**src/rtl/pipe_stall_ctrl.sv**
```systemverilog
// Hazard and stall controller for a five-stage pipeline: drives the register
// enables, bubble and flush controls, and tracks stall cycles and memory timeouts.
module pipe_stall_ctrl #(
    parameter int unsigned MEM_TIMEOUT = 255
) (
    input  logic        clk,
    input  logic        rst,
    input  logic [2:0]  id_rs1,
    input  logic [2:0]  id_rs2,
    input  logic        id_rs1_used,
    input  logic        id_rs2_used,
    input  logic [2:0]  ex_rd,
    input  logic        ex_rd_write,
    input  logic        ex_mem_read,
    input  logic        ex_branch_taken,
    input  logic        mem_req,
    input  logic        mem_ready,
    input  logic        halt_req,
    output logic        pc_en,
    output logic        ifid_en,
    output logic        idex_en,
    output logic        exmem_en,
    output logic        memwb_en,
    output logic        idex_bubble,
    output logic        ifid_flush,
    output logic        stall_active,
    output logic [15:0] stall_cnt,
    output logic        mem_timeout
);

    typedef enum logic [1:0] {
        RUN      = 2'd0,
        MEM_WAIT = 2'd1,
        HALTED   = 2'd2
    } state_t;

    localparam logic [7:0] TIMEOUT_LIMIT = 8'(MEM_TIMEOUT);

    state_t      state_r;
    state_t      state_next_s;
    logic [7:0]  wait_cnt_r;
    logic [7:0]  wait_cnt_next_s;
    logic [15:0] stall_cnt_r;
    logic        mem_timeout_r;

    logic        halt_s;
    logic        mem_wait_s;
    logic        load_use_s;
    logic        timeout_hit_s;
    logic        pc_en_s;
    logic        ifid_en_s;
    logic        idex_en_s;
    logic        exmem_en_s;
    logic        memwb_en_s;
    logic        idex_bubble_s;
    logic        ifid_flush_s;
    logic        stall_active_s;

    // Hazard condition decode; register 0 is deliberately not exempt from matching
    always_comb begin
        halt_s     = (state_r == HALTED) || halt_req;
        mem_wait_s = mem_req && !mem_ready;
        load_use_s = ex_mem_read && ex_rd_write &&
                     ((id_rs1_used && (id_rs1 == ex_rd)) ||
                      (id_rs2_used && (id_rs2 == ex_rd)));
    end

    // Prioritised control decode: halt > memory wait > branch > load-use > run
    always_comb begin
        pc_en_s         = 1'b0;
        ifid_en_s       = 1'b0;
        idex_en_s       = 1'b0;
        exmem_en_s      = 1'b0;
        memwb_en_s      = 1'b0;
        idex_bubble_s   = 1'b0;
        ifid_flush_s    = 1'b0;
        state_next_s    = state_r;
        wait_cnt_next_s = wait_cnt_r;
        if (!rst) begin
            state_next_s    = RUN;
            wait_cnt_next_s = 8'd0;
        end else if (halt_s) begin
            state_next_s    = HALTED;
            wait_cnt_next_s = 8'd0;
        end else if (mem_wait_s) begin
            state_next_s = MEM_WAIT;
            if (wait_cnt_r != 8'hFF) begin
                wait_cnt_next_s = wait_cnt_r + 8'd1;
            end else begin
                wait_cnt_next_s = wait_cnt_r;
            end
        end else begin
            // Memory released or idle: rules below also act on whatever EX held frozen
            state_next_s    = RUN;
            wait_cnt_next_s = 8'd0;
            if (ex_branch_taken) begin
                pc_en_s       = 1'b1;
                ifid_en_s     = 1'b1;
                idex_en_s     = 1'b1;
                exmem_en_s    = 1'b1;
                memwb_en_s    = 1'b1;
                idex_bubble_s = 1'b1;
                ifid_flush_s  = 1'b1;
            end else if (load_use_s) begin
                pc_en_s       = 1'b0;
                ifid_en_s     = 1'b0;
                idex_en_s     = 1'b1;
                exmem_en_s    = 1'b1;
                memwb_en_s    = 1'b1;
                idex_bubble_s = 1'b1;
            end else begin
                pc_en_s    = 1'b1;
                ifid_en_s  = 1'b1;
                idex_en_s  = 1'b1;
                exmem_en_s = 1'b1;
                memwb_en_s = 1'b1;
            end
        end
    end

    // Stall indication and the timeout trigger for the wait cycle now ending
    always_comb begin
        stall_active_s = rst && !pc_en_s && (state_r != HALTED);
        timeout_hit_s  = rst && !halt_s && mem_wait_s &&
                         (wait_cnt_next_s >= TIMEOUT_LIMIT);
    end

    // State, wait counter, saturating stall counter and sticky timeout flag
    always_ff @(posedge clk or negedge rst) begin
        if (!rst) begin
            state_r       <= RUN;
            wait_cnt_r    <= 8'd0;
            stall_cnt_r   <= 16'd0;
            mem_timeout_r <= 1'b0;
        end else begin
            state_r    <= state_next_s;
            wait_cnt_r <= wait_cnt_next_s;
            if (stall_active_s && (stall_cnt_r != 16'hFFFF)) begin
                stall_cnt_r <= stall_cnt_r + 16'd1;
            end else begin
                stall_cnt_r <= stall_cnt_r;
            end
            if (timeout_hit_s) begin
                mem_timeout_r <= 1'b1;
            end else begin
                mem_timeout_r <= mem_timeout_r;
            end
        end
    end

    assign pc_en        = pc_en_s;
    assign ifid_en      = ifid_en_s;
    assign idex_en      = idex_en_s;
    assign exmem_en     = exmem_en_s;
    assign memwb_en     = memwb_en_s;
    assign idex_bubble  = idex_bubble_s;
    assign ifid_flush   = ifid_flush_s;
    assign stall_active = stall_active_s;
    assign stall_cnt    = stall_cnt_r;
    assign mem_timeout  = mem_timeout_r;

endmodule
```
**config.mk**
```make
export PLATFORM = sky130hd
export DESIGN_NAME = pipe_stall_ctrl
export DESIGN_NICKNAME = d
export VERILOG_FILES = /design/src/rtl/pipe_stall_ctrl.sv
export SDC_FILE = /design/constraint.sdc
export NUM_CORES = 1
export LEC_CHECK = 0
export BUFFER_PORTS_ARGS = -buffer_cell sky130_fd_sc_hd__buf_2
export CORE_MARGIN = 2
export CORE_UTILIZATION = 35
export CTS_BUF_LIST = sky130_fd_sc_hd__clkbuf_4 sky130_fd_sc_hd__clkbuf_8
export CTS_CLUSTER_SIZE = 24
export DETAILED_ROUTE_END_ITERATION = 8
export PLACE_DENSITY = 0.63
export SETUP_SLACK_MARGIN = 0.4
export SLEW_MARGIN = 20
export SYNTH_ARGS = -nofsm -noshare
export SYNTH_HDL_FRONTEND = slang
export SYNTH_SLANG_ARGS = --single-unit
```
**constraint.sdc**
```tcl
create_clock -name clk -period 4 [get_ports clk]
set_input_delay 0.8 -clock clk [delete_from_list [all_inputs] [get_ports clk]]
set_output_delay 0.8 -clock clk [all_outputs]
set_load 0.03 [all_outputs]
```
==> reports/metrics.yaml, run 1 <==
outcome: "complete, no violations"
path_clk_slew_ps: 90
combPwrFrac_pct: 27.1
min_period_ps: 2860
swShare_pct: 35.4
wl_per_cell_um: 12.6
p_clk_share_pct: 23.2
max_slew_margin_pct: 59.9
io_buffers: 43
yosys.area_share.adder_pct: 1.62
synth_compound_gate_area_share_pct: 8.33
clock_latency_ps: 280
cp-end-kind: "output pin"
core_area_um2: 4290
layout_commonest_cell: "buf_2"
critPathKind: "in -> out"
ys_ff_latch: 27
fin_tns_setup_ps: 0
peakVddDrop_v: 0.000199
nNetsFinal: 216
grt_remaining_overflow: 0
pre_cts_slack_ps: 1120
hp-class: "reg -> reg"
crit_arrival_ps: 2060
syn_to_final_growth_pct: 18.2
synth.avg_cell_area_um2: 9.99
final_util_pct: 42.6
post-route-period-util_pct: 71.5
ios: 44
ys_async_sr_fraction_pct: 100
die_x_um: 70.5
cts_resized: 0
r2r_cells: 6
vias: 1251
cp_num_cells: 6
cts_buffer_depth: 2
drive_gt1_share_pct: 30.4
internal_power_uw: 442
critPathMaxFanout: 16
power.leakage_nw: 0.837
report.final.hold_viol_count: 0
synth_mux_area_share_pct: 2.75
grt_pass1_wl_um: 5400
max-cap-violations: 0
dpl.hpwl_um: 2400
cts_tree: "yes"
dp.cells: 242
drc: 0
drtAntennaViolNets: 0
hold_buffers: 0
grt_pass1_vias: 1179
setup_viol: 0
drtIter0Drc: 42
fillers: 448
rsz0062_at_grt: "no"
max_freq_ghz: 0.350
final-instance-count-excl-fill: 246
die_y_um: 70.5
worstPathRequired_ps: 3200
startpoint_type: "primary input"
clock_skew_ps: 8.87
cp_slowest_cell: "o2bb2ai_2"
synth-simple-area-share_pct: 26.6
fin_ws_ps: 1140
clock_sinks: 27
place.gp.congestion: 0.795
die-area_um2: 4970
yosysWarnings: 0
synth-seq-area-share_pct: 43.7
via_per_inst: 5.09
path_cells: "buf_2 -> xnor2_1 -> nand4_1 -> a21oi_2 -> o2bb2ai_2 -> buf_2"
synth-xor-area-share_pct: 12.4
rows: 24
crit_top_cell: "buf_2"
power_density_nw_per_um2: 374
timing.critical_path.slowest_cell_delay_ps: 330
synth_edf_count: 0
power.switching_uw: 242
final_cell_mix: "buf_2, dfrtp_1, xnor2_1"
synth_top_family_by_area: "simple AND/OR/NAND/NOR gates"
cp_top_family: "compound AO/OA/AOI/OAI gates"
initial_core_util_pct: 36.0
tightest_slew_ps: 597
synth_cell_types: 45
p_total_uw: 684
p_seq_share_pct: 49.8
grt_max_degree: 29
cts_made_buffers: 3
firstDrtPassIters: 4
hold_depth: 1
grt_usage_pct: 13.0
synth_top_flop_cell: "dfrtp_1"
diodes: 0
cts_root_buffer: "clkbuf_8"
antenna_found_initial: 0
synth_area_um2: 1550
worst-path-buf-inv: 2
netlist_instances: 155
cts-htree-levels: 1
synth_nets: 176
drv_slew: 0
postCtsSetupBuffers: 0
wl_um: 3100
## stage by stage
step / hold WS, ps / cell area, um2
after floorplan: 503 / 1550
after global routing: 516 / 1830
after global placement: 454 / 1780
after CTS: 486 / 1830
after detailed placement: 456 / 1780
final: 479 / 1830
## worst register-to-register path, stage by stage (launching register included)
cell and delay [ps]:
dfrtp_1 440, ha_1 190, nand3_1 160, nor3_1 460, nand2_1 190, nand2_1 160, mux2_2 340
## flip-flops by register name (all words and copies together), names as in the netlist
register / flops
wait_cnt_r: 8
mem_timeout: 1
stall_cnt: 16
state_r: 2
## worst paths after layout
check	from	endpoint	slack [ps]
worst max-delay path	ex_rd[2]	stall_active	1140
worst min-delay path	mem_timeout	mem_timeout	480
worst max register to register	stall_cnt[0]	stall_cnt[1]	1940
worst min register to register	mem_timeout	mem_timeout	480
max in group asynchronous	rst	wait_cnt_r[7]	3150
min in group asynchronous	rst	stall_cnt[4]	580
## power groups by stage
stage	clock network [mW]	registers (mW)	logic [mW]
6_report	0.158	0.341	0.185
5_1_grt	0.177	0.347	0.204
4_1_cts	0.170	0.341	0.189
3_5_place_dp	0	0.346	0.190
3_3_place_gp	0	0.345	0.187
2_1_floorplan	0	0.396	0.0753
## final cells by class
| type | instances | area, um2 | area share [%] |
|---|---|---|---|
| tap | 52 | 65.1 | 3.56 |
| clock inverter | 1 | 7.51 | 0.410 |
| multi-input combinational | 116 | 801 | 43.8 |
| inverter | 3 | 16.3 | 0.889 |
| clock buffer | 3 | 41.3 | 2.26 |
| sequential | 27 | 676 | 36.9 |
| timing repair buffer | 44 | 223 | 12.2 |
## routing by layer
metal / part of all wire [%] / up-vias / track usage [%]
li1: - / 628 / -
met4: 0.32 / 0 / 1.92
met3: 4.6 / 2 / 3.46
met1: 46 / 592 / 17.1
met2: 49 / 29 / 22.0
met5: 0 / - / 0
## synth_stat cells (all sizes together) (4+ instances only)
library cell,count,area [um2]
nand4,10,62.6
nor2,11,41.3
nand2,10,37.5
and3,5,31.3
o21ai,4,23.8
buf,6,43.8
nand3,11,55.1
nor3,5,25.0
dfrtp,27,676
xnor2,21,184
## logic make-up (layout without fill, tap and decap cells)
group	after synthesis	count (layout)
flip-flops	27	27
XOR/XNOR	22	22
buffers and inverters	12	51
AO/OA/AOI/OAI	17	17
adder cells (fa/ha/maj)	2	2
multiplexers	4	4
AND/OR/NAND/NOR	71	71
(Power assumes the default switching activity.)
==> run 2, diff against run 1 <==
Settings changed: PLACE_DENSITY 0.63 to 0.66.
Clock period 4 ns to 2.6 ns, I/O delays scaled along.
==> run 2 against run 1 <==
Via count about the same. Final area up 4.7%. Sequential share of layout area shrank 1.7 points. Total power up 56%. Combinational power rose by 65%.
==> reports/metrics.yaml, run 2 (synthesized netlist as in run 1, its figures left out) <==
die_x_um: 70.5  # unchanged
critPathKind: "in -> out"  # unchanged
cts-htree-levels: 1  # unchanged
core_area_um2: 4290  # unchanged
fin_tns_setup_ps: 0  # unchanged
peakVddDrop_v: 0.000303  # was 0.000199 V
clock_latency_ps: 270  # was 280 ps
path_cells: "buf_2 -> xnor2_1 -> nand4_1 -> a21oi_4 -> o2bb2ai_4 -> buf_6"  # was buf_2 -> xnor2_1 -> nand4_1 -> a21oi_2 -> o2bb2ai_2 -> buf_2
r2r_start: "stall_cnt[0]"  # unchanged
power_density_nw_per_um2: 559  # was 374 nW/um2
place.gp.congestion: 0.723  # was 0.795
grt_usage_pct: 12.3  # was 13.0%
syn_to_final_growth_pct: 23.8  # was 18.2%
vias: 1252  # was 1251
cts_tree: "yes"  # unchanged
max_freq_ghz: 0.474
power.leakage_nw: 0.871  # was 0.837 nW
reg2reg_to: "stall_cnt[1]"  # unchanged
cts_root_buffer: "clkbuf_8"  # unchanged
grt_remaining_overflow: 0  # unchanged
drtIter0Drc: 40  # was 42
drv_slew: 0  # unchanged
die-area_um2: 4970  # unchanged
diodes: 0  # unchanged
fin_ws_ps: 492  # was 1140 ps
nNetsFinal: 221  # was 216
ios: 44  # unchanged
grt_pass1_vias: 1119  # was 1179
cts_made_buffers: 3  # unchanged
path_clk_slew_ps: 100  # was 90 ps
firstDrtPassIters: 4  # unchanged
final-instance-count-excl-fill: 251  # was 246
timing.critical_path.slowest_cell_delay_ps: 260  # was 330 ps
cp_slowest_cell: "a21oi_4"  # was o2bb2ai_2
drc: 0  # unchanged
rrSetupSlack_ps: 580  # was 1940 ps
report.final.hold_viol_count: 0  # unchanged
cp-end-kind: "output pin"  # unchanged
worstPathRequired_ps: 2080  # was 3200 ps
max-cap-violations: 0  # unchanged
r2r_cells: 6  # unchanged
rows: 24  # unchanged
tightest_slew_ps: 600  # was 597 ps
crit_start: "ex_rd[1]"  # was ex_rd[2]
clock_skew_ps: 5.67  # was 8.87 ps
dp.cells: 243  # was 242
final_cell_mix: "buf_2, dfrtp_1, xnor2_1"  # unchanged
dpl.hpwl_um: 2240  # was 2400 um
crit_arrival_ps: 1590  # was 2060 ps
clock_sinks: 27  # unchanged
layout_commonest_cell: "buf_2"  # unchanged
placed_area_um2: 1810  # was 1780 um2
min_period_ps: 2110
hp-class: "in -> async"  # was reg -> reg
largest_reg_flops: 16  # unchanged
drive_gt1_share_pct: 33.2  # was 30.4%
outcome: "complete, no violations"  # unchanged
pre_cts_slack_ps: 331  # was 1120 ps
via_per_inst: 4.99  # was 5.09
stdcell_area_um2: 1920  # was 1830 um2
rsz0062_at_grt: "no"  # unchanged
drtAntennaViolNets: 0  # unchanged
max_slew_margin_pct: 59.7  # was 59.9%
grt_max_degree: 29  # unchanged
grt_pass1_wl_um: 5000  # was 5400 um
critPathMaxFanout: 6  # was 16
die_y_um: 70.5  # unchanged
cts_buffer_depth: 2  # unchanged
wl_um: 2970  # was 3100 um
initial_core_util_pct: 36.0  # unchanged
post-route-period-util_pct: 81.1
antenna_found_initial: 0  # unchanged
wl_per_cell_um: 11.8  # was 12.6 um
io_buffers: 43  # unchanged
setup_viol: 0  # unchanged
startpoint_type: "primary input"  # unchanged
==> run 2: changes by cell type in the layout (fill, tap and decap cells not counted), sizes merged <==
cell	before	now
buf	44	49
==> run 2: cell type report <==
| type | instances | area [um2] |
|---|---|---|
| clock buffer | 3 | 41.3 |
| clock inverter | 1 | 7.51 |
| fill | 411 | 2380 |
| inverter | 3 | 16.3 |
| multi-input combinational | 116 | 843 |
| sequential | 27 | 676 |
| tap | 52 | 65.1 |
| timing repair buffer | 49 | 267 |
==> run 2: per-layer routing <==
metal	wire length [um]	track usage, %	vias up
met2	1260	18.1	39
met1	1490	17.7	570
met5	0	0	-
li1	-	-	639
met3	168	2.45	4
met4	46	5.13	0
==> run 2: how the worst max path moves through the flow <==
| stage | to | cells after the start | slack (ps) |
|---|---|---|---|
| 3_3_place_gp | stall_active | 6 | 390 |
| 5_1_grt | stall_active | 6 | 400 |
| 6_report | stall_active | 6 | 490 |
| 2_1_floorplan | pc_en | 4 | 470 |
| 4_1_cts | stall_active | 6 | 440 |
| 3_5_place_dp | stall_active | 6 | 330 |
==> run 2: stage by stage <==
step | hold slack, ps | util (%) | total power [mW]
after floorplan | 224 | - | 0.728
after global placement | 455 | 42.2 | 0.824
after detailed placement | 462 | 42.2 | 0.830
after CTS | 303 | 43.8 | 1.08
after global routing | 316 | 44.6 | 1.13
final | 287 | 44.6 | 1.07
==> run 2: power breakdown <==
group | switching (mW) | internal, mW
Clock | 0.134 | 0.109
Combinational | 0.187 | 0.118
Sequential | 0.0573 | 0.465
Total | 0.379 | 0.691
==> run 2: critical path, delay by kind of cell <==
kind                      cells  cell delay (ps)
buffers and inverters         2              290
xor gates and xnor gates      1              160
and+or+nand+nor               1              170
AOI/OAI and AO/OA             2              440
==> run 2: repair_timing <==
item,4_1_cts,5_1_grt
resized for setup,3,1
pin swaps,0,3
hold buffers,0,0
cloned,0,0
endpoints found under the setup margin,1,1
setup buffers,0,4
